$ cat src/rtl/q_engs_disp.sv
// Round-robin command dispatcher and response collector for an array of ENGINES_N engines.
// Optional Q_ENGS_DISP_STATS_EN adds saturating dispatch/stall counters (stat_disp_cnt, stat_stall_cnt).
module q_engs_disp #(
  parameter int ENGINES_N = 4,
  parameter int CMD_W     = 32,
  parameter int RSP_W     = 32,
  localparam int IDX_W    = $clog2(ENGINES_N)
) (
  input  logic                         clk,
  input  logic                         rst,
  input  logic                         cmd_vld,
  output logic                         cmd_rdy,
  input  logic [CMD_W-1:0]             cmd_data,
  input  logic [ENGINES_N-1:0]         eng_en,
  output logic [ENGINES_N-1:0]         eng_req_vld,
  output logic [CMD_W-1:0]             eng_req_data,
  input  logic [ENGINES_N-1:0]         eng_rsp_vld,
  input  logic [ENGINES_N*RSP_W-1:0]   eng_rsp_data,
  output logic [ENGINES_N-1:0]         eng_rsp_rdy,
  output logic                         rsp_vld,
  input  logic                         rsp_rdy,
  output logic [RSP_W-1:0]             rsp_data,
  output logic [IDX_W-1:0]             rsp_eng,
  output logic                         idle,
  output logic                         err
`ifdef Q_ENGS_DISP_STATS_EN
  ,
  output logic [31:0]                  stat_disp_cnt,
  output logic [31:0]                  stat_stall_cnt
`endif
);

  typedef struct packed {
    logic             found;
    logic [IDX_W-1:0] idx;
  } pick_t;

  // First set bit of vec, scanning upward from ptr with wrap at ENGINES_N.
  function automatic pick_t rr_pick(input logic [ENGINES_N-1:0] vec, input logic [IDX_W-1:0] ptr);
    pick_t            p;
    logic [IDX_W-1:0] j;
    logic             hit;
    p.found = 1'b0;
    p.idx   = '0;
    for (int k = 0; k < ENGINES_N; k++) begin
      j       = IDX_W'((int'(ptr) + k) % ENGINES_N);
      hit     = vec[j] & ~p.found;
      p.idx   = hit ? j : p.idx;
      p.found = p.found | vec[j];
    end
    return p;
  endfunction

  function automatic logic [IDX_W-1:0] next_idx(input logic [IDX_W-1:0] i);
    return IDX_W'((int'(i) + 1) % ENGINES_N);
  endfunction

  function automatic logic [ENGINES_N-1:0] onehot(input logic [IDX_W-1:0] i);
    return {{(ENGINES_N-1){1'b0}}, 1'b1} << i;
  endfunction

  logic [ENGINES_N-1:0] busy_r;
  logic [ENGINES_N-1:0] eng_req_vld_r;
  logic [ENGINES_N-1:0] ack_q_r;
  logic [IDX_W-1:0]     disp_ptr_r;
  logic [IDX_W-1:0]     rsp_ptr_r;
  logic [IDX_W-1:0]     rsp_eng_r;
  logic [CMD_W-1:0]     eng_req_data_r;
  logic [RSP_W-1:0]     rsp_data_r;
  logic                 rsp_vld_r;
  logic                 err_r;

  logic [ENGINES_N-1:0] elig_s;
  logic [ENGINES_N-1:0] cand_s;
  logic [ENGINES_N-1:0] ack_s;
  logic [ENGINES_N-1:0] busy_nxt_s;
  logic [ENGINES_N-1:0] spur_s;
  logic [RSP_W-1:0]     rsp_slice_s;
  pick_t                disp_pick_s;
  pick_t                rsp_pick_s;
  logic                 cmd_rdy_s;
  logic                 disp_fire_s;
  logic                 out_free_s;
  logic                 rsp_fire_s;

  // Dispatch/collection selection, busy next-state and protocol-error detection.
  always_comb begin
    elig_s      = eng_en & ~busy_r;
    cmd_rdy_s   = |elig_s;
    disp_pick_s = rr_pick(elig_s, disp_ptr_r);
    disp_fire_s = cmd_vld & cmd_rdy_s;
    out_free_s  = ~rsp_vld_r | rsp_rdy;
    // The engine acked last cycle may still show valid; never pick it twice.
    cand_s      = eng_rsp_vld & busy_r & ~ack_q_r;
    rsp_pick_s  = rr_pick(cand_s, rsp_ptr_r);
    rsp_fire_s  = out_free_s & rsp_pick_s.found & ~rst;
    ack_s       = rsp_fire_s ? onehot(rsp_pick_s.idx) : {ENGINES_N{1'b0}};
    busy_nxt_s  = (busy_r | (disp_fire_s ? onehot(disp_pick_s.idx) : {ENGINES_N{1'b0}})) & ~ack_s;
    spur_s      = eng_rsp_vld & ((~busy_r & ~ack_q_r) | eng_req_vld_r);
    rsp_slice_s = eng_rsp_data[rsp_pick_s.idx * RSP_W +: RSP_W];
  end

  // Engine state, dispatch strobe, output register and sticky error.
  always_ff @(posedge clk) begin
    if (rst) begin
      busy_r         <= '0;
      eng_req_vld_r  <= '0;
      ack_q_r        <= '0;
      disp_ptr_r     <= '0;
      rsp_ptr_r      <= '0;
      rsp_eng_r      <= '0;
      eng_req_data_r <= '0;
      rsp_data_r     <= '0;
      rsp_vld_r      <= 1'b0;
      err_r          <= 1'b0;
    end else begin
      busy_r        <= busy_nxt_s;
      eng_req_vld_r <= disp_fire_s ? onehot(disp_pick_s.idx) : {ENGINES_N{1'b0}};
      ack_q_r       <= ack_s;
      err_r         <= err_r | (|spur_s);
      if (disp_fire_s) begin
        eng_req_data_r <= cmd_data;
        disp_ptr_r     <= next_idx(disp_pick_s.idx);
      end
      if (rsp_fire_s) begin
        rsp_vld_r  <= 1'b1;
        rsp_data_r <= rsp_slice_s;
        rsp_eng_r  <= rsp_pick_s.idx;
        rsp_ptr_r  <= next_idx(rsp_pick_s.idx);
      end else if (out_free_s) begin
        rsp_vld_r  <= 1'b0;
      end
    end
  end

  assign cmd_rdy      = cmd_rdy_s;
  assign eng_req_vld  = eng_req_vld_r;
  assign eng_req_data = eng_req_data_r;
  assign eng_rsp_rdy  = ack_s;
  assign rsp_vld      = rsp_vld_r;
  assign rsp_data     = rsp_data_r;
  assign rsp_eng      = rsp_eng_r;
  assign idle         = ~(|busy_r) & ~rsp_vld_r;
  assign err          = err_r;

`ifdef Q_ENGS_DISP_STATS_EN
  logic [31:0] disp_cnt_r;
  logic [31:0] stall_cnt_r;

  // Saturating counters of accepted commands and stalled command cycles.
  always_ff @(posedge clk) begin
    if (rst) begin
      disp_cnt_r  <= 32'd0;
      stall_cnt_r <= 32'd0;
    end else begin
      if (disp_fire_s && (disp_cnt_r != 32'hFFFF_FFFF)) begin
        disp_cnt_r <= disp_cnt_r + 32'd1;
      end
      if (cmd_vld && !cmd_rdy_s && (stall_cnt_r != 32'hFFFF_FFFF)) begin
        stall_cnt_r <= stall_cnt_r + 32'd1;
      end
    end
  end

  assign stat_disp_cnt  = disp_cnt_r;
  assign stat_stall_cnt = stall_cnt_r;
`endif

endmodule

$ cat config.mk
export PLATFORM = sky130hd
export DESIGN_NAME = q_engs_disp
export DESIGN_NICKNAME = d
export VERILOG_FILES = /design/src/rtl/q_engs_disp.sv
export SDC_FILE = /design/constraint.sdc
export NUM_CORES = 1
export LEC_CHECK = 0
export ABC_AREA = 1
export CAP_MARGIN = 0
export CORE_MARGIN = 8
export CORE_UTILIZATION = 31
export DETAILED_ROUTE_END_ITERATION = 7
export HOLD_SLACK_MARGIN = 0.12
export PLACE_DENSITY = 0.65
export SYNTH_ARGS = -nofsm -noshare
export SYNTH_HDL_FRONTEND = slang
export SYNTH_SLANG_ARGS = --single-unit
$ cat constraint.sdc
create_clock -name clk -period 4.4 [get_ports clk]
set_input_delay 0.66 -clock clk [delete_from_list [all_inputs] [get_ports clk]]
set_output_delay 0.66 -clock clk [all_outputs]
set_load 0.01 [all_outputs]
==> results.py <==
metrics = {
    "status": {
        "outcome": "completed",
    },
    "clock_network": {
        "clock_tree.root_cell": "clkbuf_16",
        "cts_tree": "built",
        "cts_buffers": 9,
        "cts_resized": 0,
        "cts_setup_buffers": 0,
        "clkLatencyLatePin_ns": 0.34,
        "clk_pin_slew_ns": 0.06,
        "cts_hold_buf": 0,
        "clock-sinks": 84,
        "clockBufferDepth": 2,
        "cts_max_level": 3,
    },
    "power": {
        "pwr-share-clk": 0.205,
        "total_power_mw": 4.40,
        "ir_drop_uv": 401,
        "combPwrFrac": 0.557,
        "pwr-share-seq": 0.237,
        "switching_share": 0.436,
        "internal_power_mw": 2.48,
        "leakage_nw": 3.94,
        "netSwitchingPower_mw": 1.92,
        "powerDensity_nw_per_um2": 545,
    },
    "grt": {
        "grt_pass1_wl_um": 30400,
        "grt_pass1_vias": 5552,
        "grt_usage": 0.177,
        "gr-total-overflow": 0,
        "grt_max_degree": 65,
        "grt_antenna_before_repair": 0,
    },
    "sta": {
        "max_freq_mhz": 263,
        "worst_pin_slew_ns": 0.711,
        "hold_violations": 0,
        "rsz0062_at_grt": "false",
        "final-setup-viol-count": 0,
        "fin_crit_sh": 0.863,
        "slew_headroom": 0.526,
        "slew_viol_final": 0,
        "fin_crit_ns": 3.80,
        "final.setup.tns_ns": 0,
        "fin_skew_ns": 0.00993,
    },
    "floorplanning": {
        "core_area_um2": 16500,
        "fp.dieW_um": 145,
        "ios": 250,
        "dieHeight_um": 145,
        "initial_utilization": 0.314,
        "rows": 47,
        "design.die.area_um2": 21100,
    },
    "synth": {
        "synth-warning-count": 0,
        "synth_ff_type": "dfxtp_1",
        "netlist_area_um2": 5170,
        "synth_top_family_by_area": "simple AND/OR/NAND/NOR gates",
        "synth_seq_cells": 84,
        "synthSimpleGateAreaFrac": 0.457,
        "synth_area_per_cell_um2": 6.17,
        "ys_types": 31,
        "synthArstFlopShare": 0,
        "syn_nets": 1010,
        "synth_mux_area_frac": 0,
        "synth_compound_area_frac": 0.0607,
        "synth_edf_count": 0,
        "syn_inst": 838,
        "synth-xor-area-share": 0.00169,
        "synth_fa_ha_area_frac": 0,
        "ys_seq_area_frac": 0.325,
    },
    "cells_and_area": {
        "mostFrequentLayoutCells": "249 x clkdlybuf4s50_1, 224 x nand2_1, 139 x nand3_1",
        "num_antenna_cells": 0,
        "drive_gt1_frac": 0.0497,
        "fin_nets": 1233,
        "area_growth_pct": 56.3,
        "final_common_cell": "clkdlybuf4s50_1",
        "design_area_um2": 8080,
    },
    "drt": {
        "wire_per_inst_um": 14.8,
        "first_iter_violations": 299,
        "routed_via_density": 4.52,
        "routed_wirelength_um": 19100,
        "drtPass1Iterations": 4,
        "vias": 5817,
        "drtAntennaViolNets": 0,
        "remaining_drc_errors": 0,
    },
    "worst_setup_path": {
        "required_ns": 3.74,
        "arrival_ns": 3.14,
        "critPathKind": "in2out",
        "critPathLaunchType": "input pin",
        "cp-end-kind": "output port",
        "crit_path_max_fanout": 18,
        "reg2regPathDepth": 14,
    },
    "placement": {
        "placed_area_um2": 7720,
        "portBuffers": 249,
        "place.gp.congestion": 0.865,
        "dpl.hpwl_um": 14300,
    },
    "hold_path": {
        "holdCritPathClass": "reg2reg",
        "min_delay_path_depth": 2,
    },
    "run": {
        "maxCapViolations": 0,
    },
}
## through the flow
step | hold slack [ns] | instances | util | worst slack [ns]
floorplan | 0.473 | 838 | - | 1.98
global placement | 0.456 | 1270 | 0.469 | 0.628
detailed placement | 0.460 | 1270 | 0.469 | 0.553
CTS | 0.470 | 1286 | 0.491 | 0.550
global route | 0.489 | 1286 | 0.491 | 0.326
finish | 0.468 | 1286 | 0.491 | 0.604
## registers in the layout, indices dropped and copies added (netlist names)
register and cells:
rsp_data 32, eng_req_data 32, ack_q_r 4, err 1, rsp_eng 2, eng_req_vld 4, busy_r 4, disp_ptr_r 2
rsp_ptr_r 2, rsp_vld 1
## path summary, 6_finish.rpt
check / start / to / slack (ns)
setup / recovery: eng_rsp_vld[3] / eng_rsp_rdy[1] / 0.60
hold / removal: rsp_data[0]$_SDFFE_PP0P_ / rsp_data[0]$_SDFFE_PP0P_ / 0.47
setup reg to reg: rsp_ptr_r[0]$_SDFFE_PP0P_ / rsp_data[18]$_SDFFE_PP0P_ / 1.93
hold reg to reg: rsp_data[0]$_SDFFE_PP0P_ / rsp_data[0]$_SDFFE_PP0P_ / 0.47
## cells in the mapped netlist (4+ instances only)
library cell | count | area, um2
nand2_1 | 225 | 845
nand3_1 | 139 | 696
inv_1 | 124 | 465
nor2_1 | 89 | 334
dfxtp_1 | 84 | 1680
nand3b_1 | 41 | 308
o21ai_0 | 38 | 190
clkbuf_1 | 17 | 63.8
buf_4 | 14 | 105
buf_2 | 10 | 50.1
a21oi_1 | 9 | 45.0
buf_6 | 8 | 90.1
nand4_1 | 7 | 43.8
nand2_2 | 6 | 37.5
inv_2 | 5 | 18.8
nand3_2 | 4 | 40.0
o21ai_1 | 4 | 20.0
## layout make-up
| cell class | instances | area, um2 |
|---|---|---|
| Clock buffer | 11 | 253 |
| Clock inverter | 5 | 108 |
| Multi-Input combinational cell | 574 | 2690 |
| Timing Repair Buffer | 261 | 2580 |
| Inverter | 131 | 494 |
| Fill cell | 1754 | 8380 |
| Sequential cell | 84 | 1680 |
| Tap cell | 220 | 275 |
## routing by layer
layer,up-vias,GRT usage,wire length [um]
met5,-,0,0
met3,19,0.0535,1140
li1,3061,-,-
met4,0,0.0531,330
met2,138,0.314,9680
met1,2599,0.202,7920
## kinds of logic after synthesis
family / count (synthesis)
DFF: 84
and+or+nand+nor: 517
AOI/OAI and AO/OA: 56
buffers and inverters: 180
xor gates and xnor gates: 1
## power groups by stage
stage	logic, mW	clock network [mW]	registers, mW
2_1_floorplan	1.68	0	1.10
3_3_place_gp	2.47	0	1.06
5_1_grt	2.77	0.963	1.07
6_report	2.45	0.904	1.05
4_1_cts	2.50	0.935	1.05
3_5_place_dp	2.48	0	1.06
## critical path, stage by stage
cell	delay [ns]
clkdlybuf4s50_1	0.49
nand2_1	0.08
nor2_1	0.13
nand2_1	0.09
nand2_2	0.12
nor2_1	0.08
nand4_1	0.12
nand2_2	0.26
inv_2	0.29
nand3_1	0.20
inv_1	0.08
clkdlybuf4s50_1	0.53
No activity file was read; power rests on OpenSTA's default activity.
==> edit 1 (same settings) <==
Change the parameter `ENGINES_N` from 4 to 2.
--- a/src/rtl/q_engs_disp.sv
+++ b/src/rtl/q_engs_disp.sv
@@ -1,7 +1,7 @@
 // Round-robin command dispatcher and response collector for an array of ENGINES_N engines.
 // Optional Q_ENGS_DISP_STATS_EN adds saturating dispatch/stall counters (stat_disp_cnt, stat_stall_cnt).
 module q_engs_disp #(
-  parameter int ENGINES_N = 4,
+  parameter int ENGINES_N = 2,
   parameter int CMD_W     = 32,
   parameter int RSP_W     = 32,
   localparam int IDX_W    = $clog2(ENGINES_N)
Ports: changed (6 resized); port bits go from 250 to 177. No check against the original RTL was run, so the function may have changed too.
==> edit 1 against the unedited design <==
Cell area decreased by 37%. Wire length shrank 44%. Clock skew increased by 0.0011 ns. Power fell by 65%. Worst setup slack gained 0.34 ns. Sequential share of layout area up 8.6 points. Via count fell by 42%. Synthesized area down 39%. Sequential cell count down 9.
==> edit 1: results <==
{
  "drive_gt1_share_pct": 4.58,
  "reg2reg_depth": 7,
  "min_from": "rsp_data[24]",
  "clock.fmax_mhz": 289,
  "finalClockSkew_ns": 0.0111,
  "postSynthNetCount": 550,
  "path_max_fanout": 35,
  "gp_congestion": 0.845,
  "drtIter0Drc": 126,
  "cts-root-buf": "clkbuf_8",
  "routed_wl_um": 10600,
  "nets": 712,
  "seq_cell_power_uw": 743,
  "portBuffers": 176,
  "sequentialPowerShare_pct": 48.2,
  "nFillCells": 975,
  "ys_seq_area_share_pct": 47.9,
  "cp-endpoint": "eng_rsp_rdy[0]",
  "vdd_ir_drop_max_mv": 0.160,
  "power.switching_uw": 415,
  "yosys-top-cells-area": "dfxtp_1, nand2_1, nor2_1",
  "arrival_ns": 2.80,
  "p_leak_uw": 0.00204,
  "post-place-ws_ns": 0.923,
  "reg2reg_to": "busy_r[0]",
  "reg2reg_slack_ns": 2.54,
  "grt_pass1_wl_um": 16400,
  "hpwl_um": 8040,
  "yosysUniqueCellTypes": 19,
  "place_area_um2": 4930,
  "yosysWarnings": 0,
  "r2r-start": "busy_r[1]",
  "worstHoldEndpoint": "rsp_data[24]",
  "globalRouteTotalUtil_pct": 15.2,
  "status": "finished clean",
  "cts.path.max_buffers": 2,
  "p_clk_share_pct": 29.5,
  "syn_inst": 446,
  "dp.cells": 730,
  "whs_ns": 0.464
}
edit 1: changes by cell type after synthesis, sizes merged, moves of 2 or more:
cell / change
nand3b: -41
nor2: -17
nand3: -112
dfxtp: -9
o21ai: -6
nand4: -8
buf: -14
o211ai: -2
inv: -117
a21oi: +27
nand2: -83
clkbuf: -6
edit 1: layout make-up:
class | instances | area (um2) | area share [%]
Clock buffer | 10 | 138 | 2.70
Inverter | 13 | 48.8 | 0.957
Timing Repair Buffer | 180 | 1790 | 35.1
Sequential cell | 75 | 1500 | 29.4
Multi-Input combinational cell | 329 | 1420 | 27.9
Tap cell | 133 | 166 | 3.26
Clock inverter | 5 | 30.0 | 0.589
edit 1: cell families after synthesis:
kind of cell	synth area share (%)
AOI/OAI and AO/OA	11.7
buffers and inverters	6.67
and+or+nand+nor	33.8
DFF	47.9
edit 1: per-layer routing:
layer,up-vias,global-route usage [%],wire length [um]
met1,1486,16.1,4240
met4,0,7.08,300
met2,135,25.0,4760
li1,1735,-,-
met5,-,0,0
met3,22,7.50,1340
==> edit 2 (same flow settings) <==
Without the edit above. Put one more register stage on the output `err`, cleared by the reset. The value now appears one clock later. The other outputs are not delayed to match.
--- a/src/rtl/q_engs_disp.sv
+++ b/src/rtl/q_engs_disp.sv
@@ -141,7 +141,13 @@
   assign rsp_data     = rsp_data_r;
   assign rsp_eng      = rsp_eng_r;
   assign idle         = ~(|busy_r) & ~rsp_vld_r;
-  assign err          = err_r;
+  always_ff @(posedge clk) begin
+    if (rst) begin
+      err <= '0;
+    end else begin
+      err <= err_r;
+    end
+  end
 
 `ifdef Q_ENGS_DISP_STATS_EN
   logic [31:0] disp_cnt_r;
Formal check against the unedited RTL: not equivalent (Yosys sat finds a counterexample within 4 cycles, from zero or initial values and one cycle with rst high).
==> edit 2 against the unedited design <==
Sequential power rose by 9%. Cell area fell by 5.9%. Die area fell by 7.0%. Sequential share of layout area rose by 1.6 points. Worst setup slack got worse by 0.022 ns. Synthesized area fell by 7.8%. Power rose by 29%. Wire length fell by 4.7%. Sequential cell count rose by 1. Global-route usage rose by 0.17 points. Critical path type unchanged. Largest cell class is now buffers. Highest routed layer unchanged.
==> edit 2: results <==
{
  "hpwl_um": 13500,
  "worstHoldEndpoint": "err",
  "ys_seq_area_share_pct": 35.7,
  "grt_start_max_net_pins": 72,
  "min_from": "err_r",
  "nets": 1152,
  "vdd_ir_drop_max_mv": 0.552,
  "gp_congestion": 0.862,
  "reg2reg_to": "rsp_data[2]",
  "nFillCells": 1590,
  "status": "finished clean",
  "power.switching_uw": 2860,
  "grt_pass1_vias": 5251,
  "p_leak_uw": 0.00344,
  "wl_per_cell_um": 15.5,
  "path_max_fanout": 16,
  "drtIter0Drc": 309,
  "synth.top_cells.by_count": "nand2_1, nand3_1, nor2_1",
  "reg2reg_depth": 13,
  "tightest_slew_ns": 0.985,
  "grt_pass1_wl_um": 28100,
  "yosysUniqueCellTypes": 32,
  "finalClockSkew_ns": 0.00623,
  "yosys-top-cells-area": "dfxtp_1, nand3_1, nand2_1",
  "postSynthNetCount": 929,
  "first_pass_iters": 5,
  "via_per_inst": 4.72,
  "reg2reg_slack_ns": 1.40,
  "clock_latency_ns": 0.34,
  "initial_utilization_pct": 31.6,
  "drive_gt1_share_pct": 5.08,
  "startpoint": "eng_rsp_vld[2]",
  "arrival_ns": 3.16,
  "globalRouteTotalUtil_pct": 17.9
}
[edit 2: layout make-up]
class	count	area share [%]
timing repair buffer	258	33.7
inverter	68	3.36
clock buffer	9	2.96
clock inverter	7	1.17
sequential	85	22.4
tap	188	3.09
multi-input combinational	558	33.4
[edit 2: worst max path at each step]
stage | depth (start not counted) | end | slack (ns)
after CTS | 12 | eng_rsp_rdy[3] | 0.58
after global routing | 12 | eng_rsp_rdy[3] | 0.37
after floorplan | 11 | eng_rsp_rdy[0] | 1.95
final | 12 | eng_rsp_rdy[3] | 0.58
after detailed placement | 12 | eng_rsp_rdy[3] | 0.59
after global placement | 12 | eng_rsp_rdy[3] | 0.67
[edit 2: cells by family (layout without fill, tap and decap cells)]
group	after synthesis	in the layout	synth area share, %
AO/OA/AOI/OAI	58	58	6.56
XOR/XNOR	1	1	0.184
buffers and inverters	114	342	11.0
flip-flops	85	85	35.7
AND/OR/NAND/NOR	499	499	46.6
[edit 2: power by group through the flow]
| stage | clock [uW] | sequential [uW] | combinational [uW] |
|---|---|---|---|
| floorplan | 0 | 1190 | 2700 |
| global placement | 0 | 1150 | 3760 |
| detailed placement | 0 | 1150 | 3760 |
| CTS | 836 | 1140 | 3770 |
| global route | 864 | 1160 | 4210 |
| finish | 806 | 1140 | 3730 |
[edit 2: worst max-delay path: stages]
cell and delay, ns:
clkdlybuf4s50_1 0.51, nand3_1 0.11, nand2_1 0.09, nand2_1 0.09
nand2_1 0.08, nand2_2 0.11, nand4_4 0.09, nand3_2 0.20
nor2_4 0.41, nand2_1 0.17, inv_1 0.08, clkdlybuf4s50_1 0.54
[edit 2: metal layers]
metal	global-route usage, %	vias up	routed length, um
li1	-	2882	-
met1	20.6	2477	7860
met4	5.03	0	310
met2	31.2	153	8800
met3	5.74	19	1200
met5	0	-	0
[edit 2: metrics by stage]
stage | cells | setup WS, ns | utilization [%] | instance area, um2 | hold slack (ns)
after detailed placement | 1157 | 0.588 | 48.3 | 7290 | 0.437
after CTS | 1173 | 0.584 | 50.4 | 7610 | 0.447
final | 1173 | 0.582 | 50.4 | 7610 | 0.439
after global routing | 1173 | 0.374 | 50.4 | 7610 | 0.474
after floorplan | 757 | 1.95 | - | 4770 | 0.410
after global placement | 1157 | 0.671 | 48.3 | 7290 | 0.426
